<file path="config.mk">
export PLATFORM = sky130hd
export DESIGN_NAME = mem_stage_ctrl
export DESIGN_NICKNAME = d
export VERILOG_FILES = /design/src/rtl/mem_stage_ctrl.sv
export SDC_FILE = /design/constraint.sdc
export NUM_CORES = 1
export LEC_CHECK = 0
export ABC_AREA = 1
export BUFFER_PORTS_ARGS = -buffer_cell sky130_fd_sc_hd__buf_2
export CAP_MARGIN = 40
export CORE_MARGIN = 10
export CORE_UTILIZATION = 46
export DETAILED_ROUTE_END_ITERATION = 8
export PLACE_DENSITY = 0.87
export SYNTH_ARGS = -nofsm -noshare
export SYNTH_HDL_FRONTEND = slang
export SYNTH_SLANG_ARGS = --single-unit
</file>
<file path="constraint.sdc">
create_clock -name clk -period 1.6 [get_ports clk]
set_clock_uncertainty 0.1 [all_clocks]
set_input_delay 0.4 -clock clk [delete_from_list [all_inputs] [get_ports clk]]
set_output_delay 0.4 -clock clk [all_outputs]
set_load 0.1 [all_outputs]
</file>
<file path="src/rtl/mem_stage_ctrl.sv">
// Memory-stage controller: issues data-memory loads/stores over req/ack, stalls upstream
// while busy, steers byte lanes, extends loads. Optional misalignment trap: ALIGN_CHECK_EN.
module mem_stage_ctrl (
    input  logic        clk,
    input  logic        reset,
    input  logic [7:0]  control_in,
    input  logic [31:0] pc_4_in,
    input  logic [31:0] alu_in,
    input  logic [31:0] sw_in,
    input  logic [4:0]  regdst_in,
    output logic        stall,
    output logic        dmem_req,
    output logic        dmem_we,
    output logic [31:0] dmem_addr,
    output logic [3:0]  dmem_be,
    output logic [31:0] dmem_wdata,
    input  logic        dmem_ack,
    input  logic [31:0] dmem_rdata,
    output logic        wb_valid,
    output logic        wb_reg_write,
    output logic [4:0]  wb_regdst,
    output logic [31:0] wb_data,
    output logic [31:0] wb_pc_4,
    output logic        misalign
);

    typedef enum logic [0:0] {StIdle, StBusy} state_e;

    state_e      state_q, state_d;
    logic        req_q, req_d;
    logic        we_q, we_d;
    logic [31:0] addr_q, addr_d;
    logic [3:0]  be_q, be_d;
    logic [31:0] wdata_q, wdata_d;

    // Fields of the outstanding access, needed when the ack arrives.
    logic        cap_reg_write_q, cap_reg_write_d;
    logic        cap_mem_to_reg_q, cap_mem_to_reg_d;
    logic [1:0]  cap_size_q, cap_size_d;
    logic        cap_sext_q, cap_sext_d;
    logic [31:0] cap_alu_q, cap_alu_d;
    logic [4:0]  cap_regdst_q, cap_regdst_d;
    logic [31:0] cap_pc_4_q, cap_pc_4_d;

    logic        wb_valid_q, wb_valid_d;
    logic        wb_reg_write_q, wb_reg_write_d;
    logic [4:0]  wb_regdst_q, wb_regdst_d;
    logic [31:0] wb_data_q, wb_data_d;
    logic [31:0] wb_pc_4_q, wb_pc_4_d;
    logic        misalign_q, misalign_d;

    logic        is_bubble;
    logic        is_mem;
    logic        is_write;
    logic        in_half;
    logic        in_byte;
    logic        misaligned;
    logic [3:0]  issue_be;
    logic [31:0] issue_wdata;
    logic [7:0]  load_byte;
    logic [15:0] load_half;
    logic [31:0] load_data;

    assign is_bubble = control_in[0];
    assign is_mem    = !is_bubble && (control_in[7] || control_in[6]);
    assign is_write  = control_in[6];
    assign in_half   = (control_in[3:2] == 2'b01);
    assign in_byte   = (control_in[3:2] == 2'b10);

`ifdef ALIGN_CHECK_EN
    assign misaligned = (!in_half && !in_byte && (alu_in[1:0] != 2'b00)) ||
                        (in_half && alu_in[0]);
`else
    assign misaligned = 1'b0;
`endif

    // Lane steering for the access being issued; surplus low address bits are ignored.
    always_comb begin
        issue_be    = 4'b1111;
        issue_wdata = sw_in;
        if (in_byte) begin
            issue_be    = 4'b0001 << alu_in[1:0];
            issue_wdata = {4{sw_in[7:0]}};
        end else if (in_half) begin
            issue_be    = 4'b0011 << {alu_in[1], 1'b0};
            issue_wdata = {2{sw_in[15:0]}};
        end
    end

    always_comb begin
        case (cap_alu_q[1:0])
            2'b00:   load_byte = dmem_rdata[7:0];
            2'b01:   load_byte = dmem_rdata[15:8];
            2'b10:   load_byte = dmem_rdata[23:16];
            default: load_byte = dmem_rdata[31:24];
        endcase
        load_half = cap_alu_q[1] ? dmem_rdata[31:16] : dmem_rdata[15:0];

        case (cap_size_q)
            2'b10:   load_data = cap_sext_q ? {{24{load_byte[7]}}, load_byte}
                                            : {24'h0, load_byte};
            2'b01:   load_data = cap_sext_q ? {{16{load_half[15]}}, load_half}
                                            : {16'h0, load_half};
            default: load_data = dmem_rdata;
        endcase
    end

    always_comb begin
        stall = 1'b0;
        if (reset) begin
            case (state_q)
                StIdle:  stall = is_mem && !misaligned;
                StBusy:  stall = !dmem_ack;
                default: stall = 1'b0;
            endcase
        end
    end

    always_comb begin
        state_d          = state_q;
        req_d            = req_q;
        we_d             = we_q;
        addr_d           = addr_q;
        be_d             = be_q;
        wdata_d          = wdata_q;
        cap_reg_write_d  = cap_reg_write_q;
        cap_mem_to_reg_d = cap_mem_to_reg_q;
        cap_size_d       = cap_size_q;
        cap_sext_d       = cap_sext_q;
        cap_alu_d        = cap_alu_q;
        cap_regdst_d     = cap_regdst_q;
        cap_pc_4_d       = cap_pc_4_q;
        wb_valid_d       = wb_valid_q;
        wb_reg_write_d   = wb_reg_write_q;
        wb_regdst_d      = wb_regdst_q;
        wb_data_d        = wb_data_q;
        wb_pc_4_d        = wb_pc_4_q;
        misalign_d       = 1'b0;

        case (state_q)
            StIdle: begin
                if (is_bubble) begin
                    wb_valid_d     = 1'b0;
                    wb_reg_write_d = 1'b0;
                end else if (is_mem && misaligned) begin
                    misalign_d     = 1'b1;
                    wb_valid_d     = 1'b0;
                    wb_reg_write_d = 1'b0;
                end else if (is_mem) begin
                    state_d          = StBusy;
                    req_d            = 1'b1;
                    we_d             = is_write;
                    addr_d           = {alu_in[31:2], 2'b00};
                    be_d             = issue_be;
                    wdata_d          = issue_wdata;
                    cap_reg_write_d  = control_in[5];
                    cap_mem_to_reg_d = control_in[4];
                    cap_size_d       = control_in[3:2];
                    cap_sext_d       = control_in[1];
                    cap_alu_d        = alu_in;
                    cap_regdst_d     = regdst_in;
                    cap_pc_4_d       = pc_4_in;
                    // Also drop reg_write so a stalled MEM/WB never sees a stale write.
                    wb_valid_d       = 1'b0;
                    wb_reg_write_d   = 1'b0;
                end else begin
                    wb_valid_d     = 1'b1;
                    wb_reg_write_d = control_in[5];
                    wb_regdst_d    = regdst_in;
                    wb_data_d      = alu_in;
                    wb_pc_4_d      = pc_4_in;
                end
            end
            StBusy: begin
                if (dmem_ack) begin
                    state_d        = StIdle;
                    req_d          = 1'b0;
                    wb_valid_d     = 1'b1;
                    wb_reg_write_d = cap_reg_write_q;
                    wb_regdst_d    = cap_regdst_q;
                    wb_data_d      = cap_mem_to_reg_q ? load_data : cap_alu_q;
                    wb_pc_4_d      = cap_pc_4_q;
                end
            end
            default: state_d = StIdle;
        endcase
    end

    always_ff @(posedge clk or negedge reset) begin
        if (!reset) begin
            state_q          <= StIdle;
            req_q            <= 1'b0;
            we_q             <= 1'b0;
            addr_q           <= 32'h0;
            be_q             <= 4'h0;
            wdata_q          <= 32'h0;
            cap_reg_write_q  <= 1'b0;
            cap_mem_to_reg_q <= 1'b0;
            cap_size_q       <= 2'b00;
            cap_sext_q       <= 1'b0;
            cap_alu_q        <= 32'h0;
            cap_regdst_q     <= 5'h0;
            cap_pc_4_q       <= 32'h0;
            wb_valid_q       <= 1'b0;
            wb_reg_write_q   <= 1'b0;
            wb_regdst_q      <= 5'h0;
            wb_data_q        <= 32'h0;
            wb_pc_4_q        <= 32'h0;
            misalign_q       <= 1'b0;
        end else begin
            state_q          <= state_d;
            req_q            <= req_d;
            we_q             <= we_d;
            addr_q           <= addr_d;
            be_q             <= be_d;
            wdata_q          <= wdata_d;
            cap_reg_write_q  <= cap_reg_write_d;
            cap_mem_to_reg_q <= cap_mem_to_reg_d;
            cap_size_q       <= cap_size_d;
            cap_sext_q       <= cap_sext_d;
            cap_alu_q        <= cap_alu_d;
            cap_regdst_q     <= cap_regdst_d;
            cap_pc_4_q       <= cap_pc_4_d;
            wb_valid_q       <= wb_valid_d;
            wb_reg_write_q   <= wb_reg_write_d;
            wb_regdst_q      <= wb_regdst_d;
            wb_data_q        <= wb_data_d;
            wb_pc_4_q        <= wb_pc_4_d;
            misalign_q       <= misalign_d;
        end
    end

    assign dmem_req     = req_q;
    assign dmem_we      = we_q;
    assign dmem_addr    = addr_q;
    assign dmem_be      = be_q;
    assign dmem_wdata   = wdata_q;
    assign wb_valid     = wb_valid_q;
    assign wb_reg_write = wb_reg_write_q;
    assign wb_regdst    = wb_regdst_q;
    assign wb_data      = wb_data_q;
    assign wb_pc_4      = wb_pc_4_q;
    assign misalign     = misalign_q;

endmodule

</file>
==> impl_metrics.py, run 1 <==
metrics = {
    "drt": {
        "drt_iter0_markers": 948,
        "ant_nets": 0,
        "vias": 9841,
        "dr.pass1.iters": 8,
        "routed_wl_um": 38180,
        "avgViaCountPerCell": 5.833,
        "routedWlPerCell_um": 22.63,
        "drc": 0,
    },
    "final_layout": {
        "final_net_count": 1550,
        "syn2layout_area_growth_pct": 57.57,
        "fillCellCount": 1184,
        "layout-drive-gt1-share": 0.3881,
    },
    "sta": {
        "hold_viol": 0,
        "fin_crit_sh": 1.266,
        "setup_violations": 70,
        "worstMarginPinSlew_ns": 0.5458,
        "finalWorstSetupSlack_ns": -0.4248,
        "fmax_mhz": 493.9,
        "relSlewSlack": 0.6361,
        "slew_violations": 0,
        "grt_setup_unrepaired": "yes",
        "fin_setup_tns_ns": -4.287,
        "post-route-min-period_ns": 2.025,
        "hold_ws_ns": 0.05856,
    },
    "global_routing": {
        "track_usage": 0.2563,
        "antenna_found_initial": 5,
        "grt_pass1_wl_um": 52800,
        "grt_pass1_vias": 9635,
        "grt_max_degree": 99,
        "grt-ovfl-total": 0,
    },
    "floorplan": {
        "start_util": 0.4637,
        "rows": 51,
        "fp.dieW_um": 159.6,
        "core_um2": 19330,
        "dieHeight_um": 159.6,
        "dieArea_um2": 25470,
        "io_pins": 287,
    },
    "worst_setup_path": {
        "reg2reg_slack_ns": -0.19,
        "cp_data_required_time_ns": 1.10,
        "cp.arrival_ns": 1.52,
        "rr_worst_depth": 8,
        "crit_path_end_kind": "output port",
        "worstReg2RegEnd": "wb_data[25]",
        "critPathLaunchType": "flip-flop",
        "r2r-start": "cap_size_q[0]",
        "crit_fanout": 3,
        "path_class": "flip-flop to output port",
    },
    "yosys": {
        "synthAdderAreaFrac": 0.002791,
        "ys_seq_elements": 184,
        "syn_area_per_cell_um2": 7.997,
        "synthSimpleGateAreaFrac": 0.2363,
        "synth_compound_area_frac": 0.1556,
        "synth_top_family_by_area": "simple AND/OR/NAND/NOR gates",
        "synth_area_um2": 8965,
        "synth.area.mux_share": 0,
        "synth-warning-count": 0,
        "yosysSeqAreaShare": 0.5136,
        "synth-xor-area-share": 0,
        "synth_cell_types": 34,
        "syn-instance-count": 1121,
    },
    "placement": {
        "dp_slack_ns": -0.1082,
        "port_buffers": 283,
        "dp.final_hpwl_um": 22770,
        "gp_congestion": 0.9120,
    },
    "worst_hold_path": {
        "hold_path_class": "input pin to flip-flop",
        "min-delay-start": "pc_4_in[5]",
        "hold_end": "cap_pc_4_q[5]",
        "hold_path_depth": 3,
    },
    "power_and_ir_drop": {
        "p_leak_uw": 0.006896,
        "power_density_nw_per_um2": 2009,
        "vdd_drop_max_uv": 1216,
        "total_power_uw": 28380,
    },
    "clock_tree": {
        "clock_path_buffers": 2,
        "numCtsBuffers": 17,
        "htreeDepth": 4,
        "cts_tree": "yes",
        "clkSlewWorstSetupHoldPaths_ns": 0.08,
        "cts_sinks": 184,
        "clkLatencyLatePin_ns": 0.44,
        "root_buffer": "clkbuf_16",
    },
    "status": {
        "status": "complete, but fails checks",
        "violations": "setup timing",
    },
    "flow_run": {
        "drv_cap": 0,
    },
}
-- metal layers --
layer / up-vias / global-route usage / share of wire
met5: - / 0 / 0
met4: 0 / 0.1432 / 0.062
met3: 214 / 0.08144 / 0.10
li1: 4174 / - / -
met2: 753 / 0.4193 / 0.49
met1: 4700 / 0.2915 / 0.35
-- cells by family after synthesis --
group / count (synthesis)
AND/OR/NAND/NOR: 540
AO/OA/AOI/OAI: 237
flip-flops: 184
buffers and inverters: 157
adder cells (fa/ha/maj): 2
other: 1
-- layout make-up --
cell class                 instances  area (um2)  share of cell area
sequential                       184        4632              0.3279
multi-input combinational        783        4169              0.2951
timing repair buffer             360        4076              0.2886
clock buffer                      17       425.4             0.03012
tap                              265       331.6             0.02347
inverter                          58       247.7             0.01754
clock inverter                    15       231.5             0.01639
antenna                            5       12.51           0.0008857
-- cell usage after synthesis --
master / instances / area share
nand2_1: 442 / 0.19
o221ai_1: 4 / 0.0039
buf_6: 5 / 0.0063
inv_2: 10 / 0.0042
inv_1: 48 / 0.020
or2_2: 1 / 0.00070
a31oi_1: 40 / 0.028
nor2_8: 2 / 0.0045
o21a_1: 2 / 0.0017
a22oi_2: 4 / 0.0056
o211ai_1: 2 / 0.0017
a221oi_1: 16 / 0.016
o221a_2: 4 / 0.0050
clkbuf_1: 17 / 0.0071
nand3_2: 1 / 0.0011
a21boi_1: 1 / 0.00084
o21ai_0: 54 / 0.030
ha_1: 2 / 0.0028
a21oi_1: 95 / 0.053
nand2_4: 1 / 0.0013
conb_1: 1 / 0.00042
a22oi_1: 4 / 0.0033
o21ai_1: 9 / 0.0050
nand2_2: 4 / 0.0028
buf_2: 39 / 0.022
buf_4: 38 / 0.032
nand3_1: 5 / 0.0028
a211oi_1: 1 / 0.00084
nor2_2: 2 / 0.0014
nor2_1: 80 / 0.033
nand3_4: 1 / 0.0020
dfrtp_1: 184 / 0.51
nor2_4: 1 / 0.0013
o21ai_2: 1 / 0.00098
-- state kept, by name (all words and copies together) (netlist names), 2 cells and up --
name,flops
cap_size_q,2
cap_alu_q,32
dmem_wdata,32
wb_data,32
dmem_be,4
cap_regdst_q,5
wb_regdst,5
cap_pc_4_q,32
wb_pc_4,32
-- placed cells by master (no fill, tap or decap), types with 6 or more instances in the layout --
cell type / Yosys / final
o21ai_1: 9 / 10
a31oi_1: 40 / 31
o21ai_0: 54 / 46
nor2_1: 80 / 76
nand2_1: 442 / 406
a31oi_2: 0 / 9
buf_2: 39 / 142
clkbuf_16: 0 / 20
nor2_4: 1 / 6
dfrtp_2: 0 / 22
buf_6: 5 / 49
buf_12: 0 / 104
a21oi_1: 95 / 74
buf_8: 0 / 12
dfrtp_1: 184 / 162
a21oi_2: 0 / 18
inv_1: 48 / 44
nand2_4: 1 / 7
buf_4: 38 / 43
inv_2: 10 / 10
a221oi_2: 0 / 14
nand2_2: 4 / 33
-- timing repair --
action	in CTS	in global routing
resized for setup	116	193
hold buffers	2	0
cloned	4	3
pin swaps	2	38
hold endpoints to repair	86	0
endpoints found under the setup margin	121	102
setup buffers	5	20
-- per-stage QoR --
step	cells	cell area [um2]	utilization
6_report	1687	14130	0.7306
3_3_place_gp	1619	11990	0.6199
5_1_grt	1686	14120	0.7305
4_1_cts	1661	13170	0.6812
3_5_place_dp	1619	11990	0.6199
2_1_floorplan	1123	9016	-
-- power by group --
group	internal, uW	switching [uW]
sequential	5900	1380
combinational	5180	11200
clock	2570	2160
-- how the worst max path moves through the flow --
stage             endpoint           from  slack, ns  depth (start not counted)
6_report             stall        state_q      -0.42                          6
5_1_grt              stall        state_q      -0.46                          6
4_1_cts              stall        state_q      -0.45                          6
3_5_place_dp   wb_pc_4[12]  control_in[0]      -0.11                          7
3_3_place_gp    wb_data[6]  cap_size_q[0]      -0.02                          9
2_1_floorplan        stall        state_q      -0.29                          6
-- worst max-delay path, stage by stage (launching register included) --
cell      delay, ns
dfrtp_2        0.43
buf_6          0.13
inv_6          0.03
nor2_4         0.08
inv_2          0.07
a21boi_4       0.15
buf_12         0.19
Power figures use the tool's default switching activity.
==> inputs of run 2 (changes only) <==
- ABC_AREA: 1 -> unset
==> impl_metrics.py, run 2 <==
metrics = {
    "final_layout": {
        "final_common_cell": "dfrtp_1",
        "final_net_count": 1270,
        "final_cell_mix": "174 x dfrtp_1, 142 x buf_2, 119 x buf_12",
        "finalInstanceArea_um2": 14300,
        "layout-drive-gt1-share": 0.5220,
        "syn2layout_area_growth_pct": 60.73,
        "instances_no_fill": 1408,
        "fillCellCount": 1092,
    },
    "clock_tree": {
        "clkLatencyLatePin_ns": 0.43,
        "cts_sinks": 184,
        "root_buffer": "clkbuf_16",
        "cts_tree": "yes",
        "numCtsBuffers": 17,
        "htreeDepth": 4,
        "clkSlewWorstSetupHoldPaths_ns": 0.07,
        "clock_path_buffers": 2,
    },
    "yosys": {
        "synth.area.mux_share": 0.1975,
        "synthAdderAreaFrac": 0.002814,
        "yosys-top-cells-area": "dfrtp_1 52%, mux2_2 11%, mux2i_1 8.1%",
        "synth_edf_count": 0,
        "synth_common_cells": "184 x dfrtp_1, 90 x mux2_2, 85 x nand2_1, 85 x o21ai_0, 72 x mux2i_1",
        "synth_compound_area_frac": 0.1318,
        "synth_ff_type": "dfrtp_1",
        "syn-instance-count": 819,
        "synth-xor-area-share": 0.0009848,
        "synth_top_family_by_area": "multiplexers",
        "synth-warning-count": 0,
        "syn_area_per_cell_um2": 10.86,
        "ys_seq_elements": 184,
        "ys_async_sr_fraction": 1.000,
        "synth_area_um2": 8894,
        "synthSimpleGateAreaFrac": 0.08469,
        "yosysMostFrequentCell": "dfrtp_1",
        "yosysSeqAreaShare": 0.5177,
        "synth_top_area_cell": "dfrtp_1",
        "synth_cell_types": 45,
        "synth_top_area_share": 0.5177,
    },
    "sta": {
        "slew_violations": 0,
        "relSlewSlack": 0.6049,
        "worstMarginPinSlew_ns": 0.5904,
        "grt_setup_unrepaired": "yes",
        "post-route-min-period_ns": 2.069,
        "hold_viol": 40,
        "fmax_mhz": 483.4,
        "finalWorstSetupSlack_ns": -0.4687,
        "fin_crit_sh": 1.293,
        "setup_violations": 144,
        "hold_ws_ns": -0.04165,
        "fin_setup_tns_ns": -22.88,
    },
    "global_routing": {
        "grt_max_degree": 97,
        "grt-ovfl-total": 0,
        "antenna_found_initial": 13,
        "grt_pass1_vias": 9046,
        "grt_pass1_wl_um": 53400,
        "track_usage": 0.2670,
    },
    "placement": {
        "dp.final_hpwl_um": 23210,
        "place_inst": 1336,
        "dp_slack_ns": -0.4067,
        "placed_area_um2": 12340,
        "gp_congestion": 0.9616,
        "port_buffers": 283,
    },
    "worst_setup_path": {
        "cp_cell_sequence": "nor2_4 -> o21ai_4 -> o21ai_2 -> and2_4 -> buf_12",
        "critPathLaunch": "state_q",
        "cp.arrival_ns": 1.57,
        "critPathCapture": "stall",
        "reg2reg_slack_ns": -0.42,
        "worstReg2RegEnd": "wb_data[18]",
        "crit_fanout": 3,
        "slowest_delay_ns": 0.51,
        "path_class": "flip-flop to output port",
        "r2r-start": "state_q",
        "cp_slowest_cell": "dfrtp_4",
        "critPathLaunchType": "flip-flop",
        "rr_worst_depth": 10,
        "crit_path_end_kind": "output port",
        "cp_data_required_time_ns": 1.10,
    },
    "power_and_ir_drop": {
        "switchingPower_uw": 15090,
        "clkPwrFrac": 0.154,
        "p_leak_uw": 0.006571,
        "p_int_uw": 14830,
        "seqPwrFrac": 0.251,
        "vdd_drop_max_uv": 1094,
        "power_density_nw_per_um2": 2093,
        "p_comb_frac": 0.595,
        "swShare": 0.5043,
    },
    "drt": {
        "ant_nets": 0,
        "avgViaCountPerCell": 5.951,
        "drt_iter0_markers": 802,
        "routed_wl_um": 36450,
        "drc": 0,
        "vias": 8379,
        "dr.pass1.iters": 9,
        "routedWlPerCell_um": 25.89,
    },
    "floorplan": {
        "fp.dieW_um": 159.0,
        "core_um2": 18890,
        "start_util": 0.4707,
        "dieHeight_um": 159.0,
        "io_pins": 287,
        "dieArea_um2": 25300,
        "rows": 50,
    },
    "flow_run": {
        "drv_cap": 0,
    },
    "status": {
        "status": "complete, but fails checks",
        "violations": "hold timing, setup timing",
    },
    "worst_hold_path": {
        "hold_path_class": "input pin to async pin",
    },
}
run 2: cell type report:
class                   instances  area [um2]  share of cell area
repair buffers                375        4443              0.3108
well taps                     260       325.3             0.02276
inverters                      16       65.06            0.004551
clock inverters                12       188.9             0.01322
clock buffers                  19       442.9             0.03098
diodes                         12       30.03            0.002101
multi-input cells             530        4180              0.2924
flip-flops and latches        184        4619              0.3232
run 2: cells by family (layout without fill, tap and decap cells):
| kind of cell | after synthesis | after routing |
|---|---|---|
| AOI/OAI and AO/OA | 189 | 189 |
| xor gates and xnor gates | 1 | 1 |
| adders and majority gates | 2 | 2 |
| buffers and inverters | 107 | 422 |
| DFF | 184 | 184 |
| muxes | 163 | 163 |
| other | 1 | 15 |
| and+or+nand+nor | 172 | 172 |
run 2: timing repair:
action | CTS | global route
hold endpoints to repair | 0 | 10
pin swaps | 36 | 11
endpoints found under the setup margin | 202 | 212
resized for setup | 137 | 99
hold buffers | 0 | 1
gates cloned | 11 | 2
setup buffers | 10 | 7
run 2: worst min path at each step:
stage,end,slack (ns),cells past startpoint
3_5_place_dp,wb_pc_4[22],0.37,2
5_1_grt,cap_pc_4_q[0],-0.005,2
3_3_place_gp,wb_regdst[3],0.36,2
2_1_floorplan,cap_alu_q[0],0.004,0
4_1_cts,wb_data[8],0.002,2
6_report,state_q,-0.04,2
run 2: power by group through the flow:
stage / Combinational (uW) / Clock (uW) / Sequential, uW
after floorplan: 4400 / 0 / 13400
after global placement: 15700 / 0 / 7260
after detailed placement: 16000 / 0 / 7370
after CTS: 17000 / 4620 / 7350
after global routing: 18300 / 4850 / 7640
final: 17800 / 4610 / 7500
run 2: layer usage:
metal / share of wire / vias up / routed length, um / track usage
li1: - / 3539 / - / -
met1: 0.34 / 3999 / 12380 / 0.2835
met2: 0.49 / 652 / 18010 / 0.4454
met3: 0.10 / 187 / 3643 / 0.09812
met4: 0.066 / 2 / 2413 / 0.1622
met5: 0.00019 / - / 7 / 0
run 2: per-stage QoR:
stage	hold WS [ns]	utilization	power (uW)
2_1_floorplan	0.004409	-	17750
3_3_place_gp	0.3551	0.6531	22980
3_5_place_dp	0.3651	0.6531	23380
4_1_cts	0.002055	0.7310	29010
5_1_grt	-0.005276	0.7565	30750
6_report	-0.04165	0.7566	29920
run 2: worst max-delay path, delay by kind of cell (launching register included):
family,cells,cell delay (ns)
flip-flops,1,0.51
AO/OA/AOI/OAI,2,0.14
AND/OR/NAND/NOR,2,0.31
buffers and inverters,1,0.17
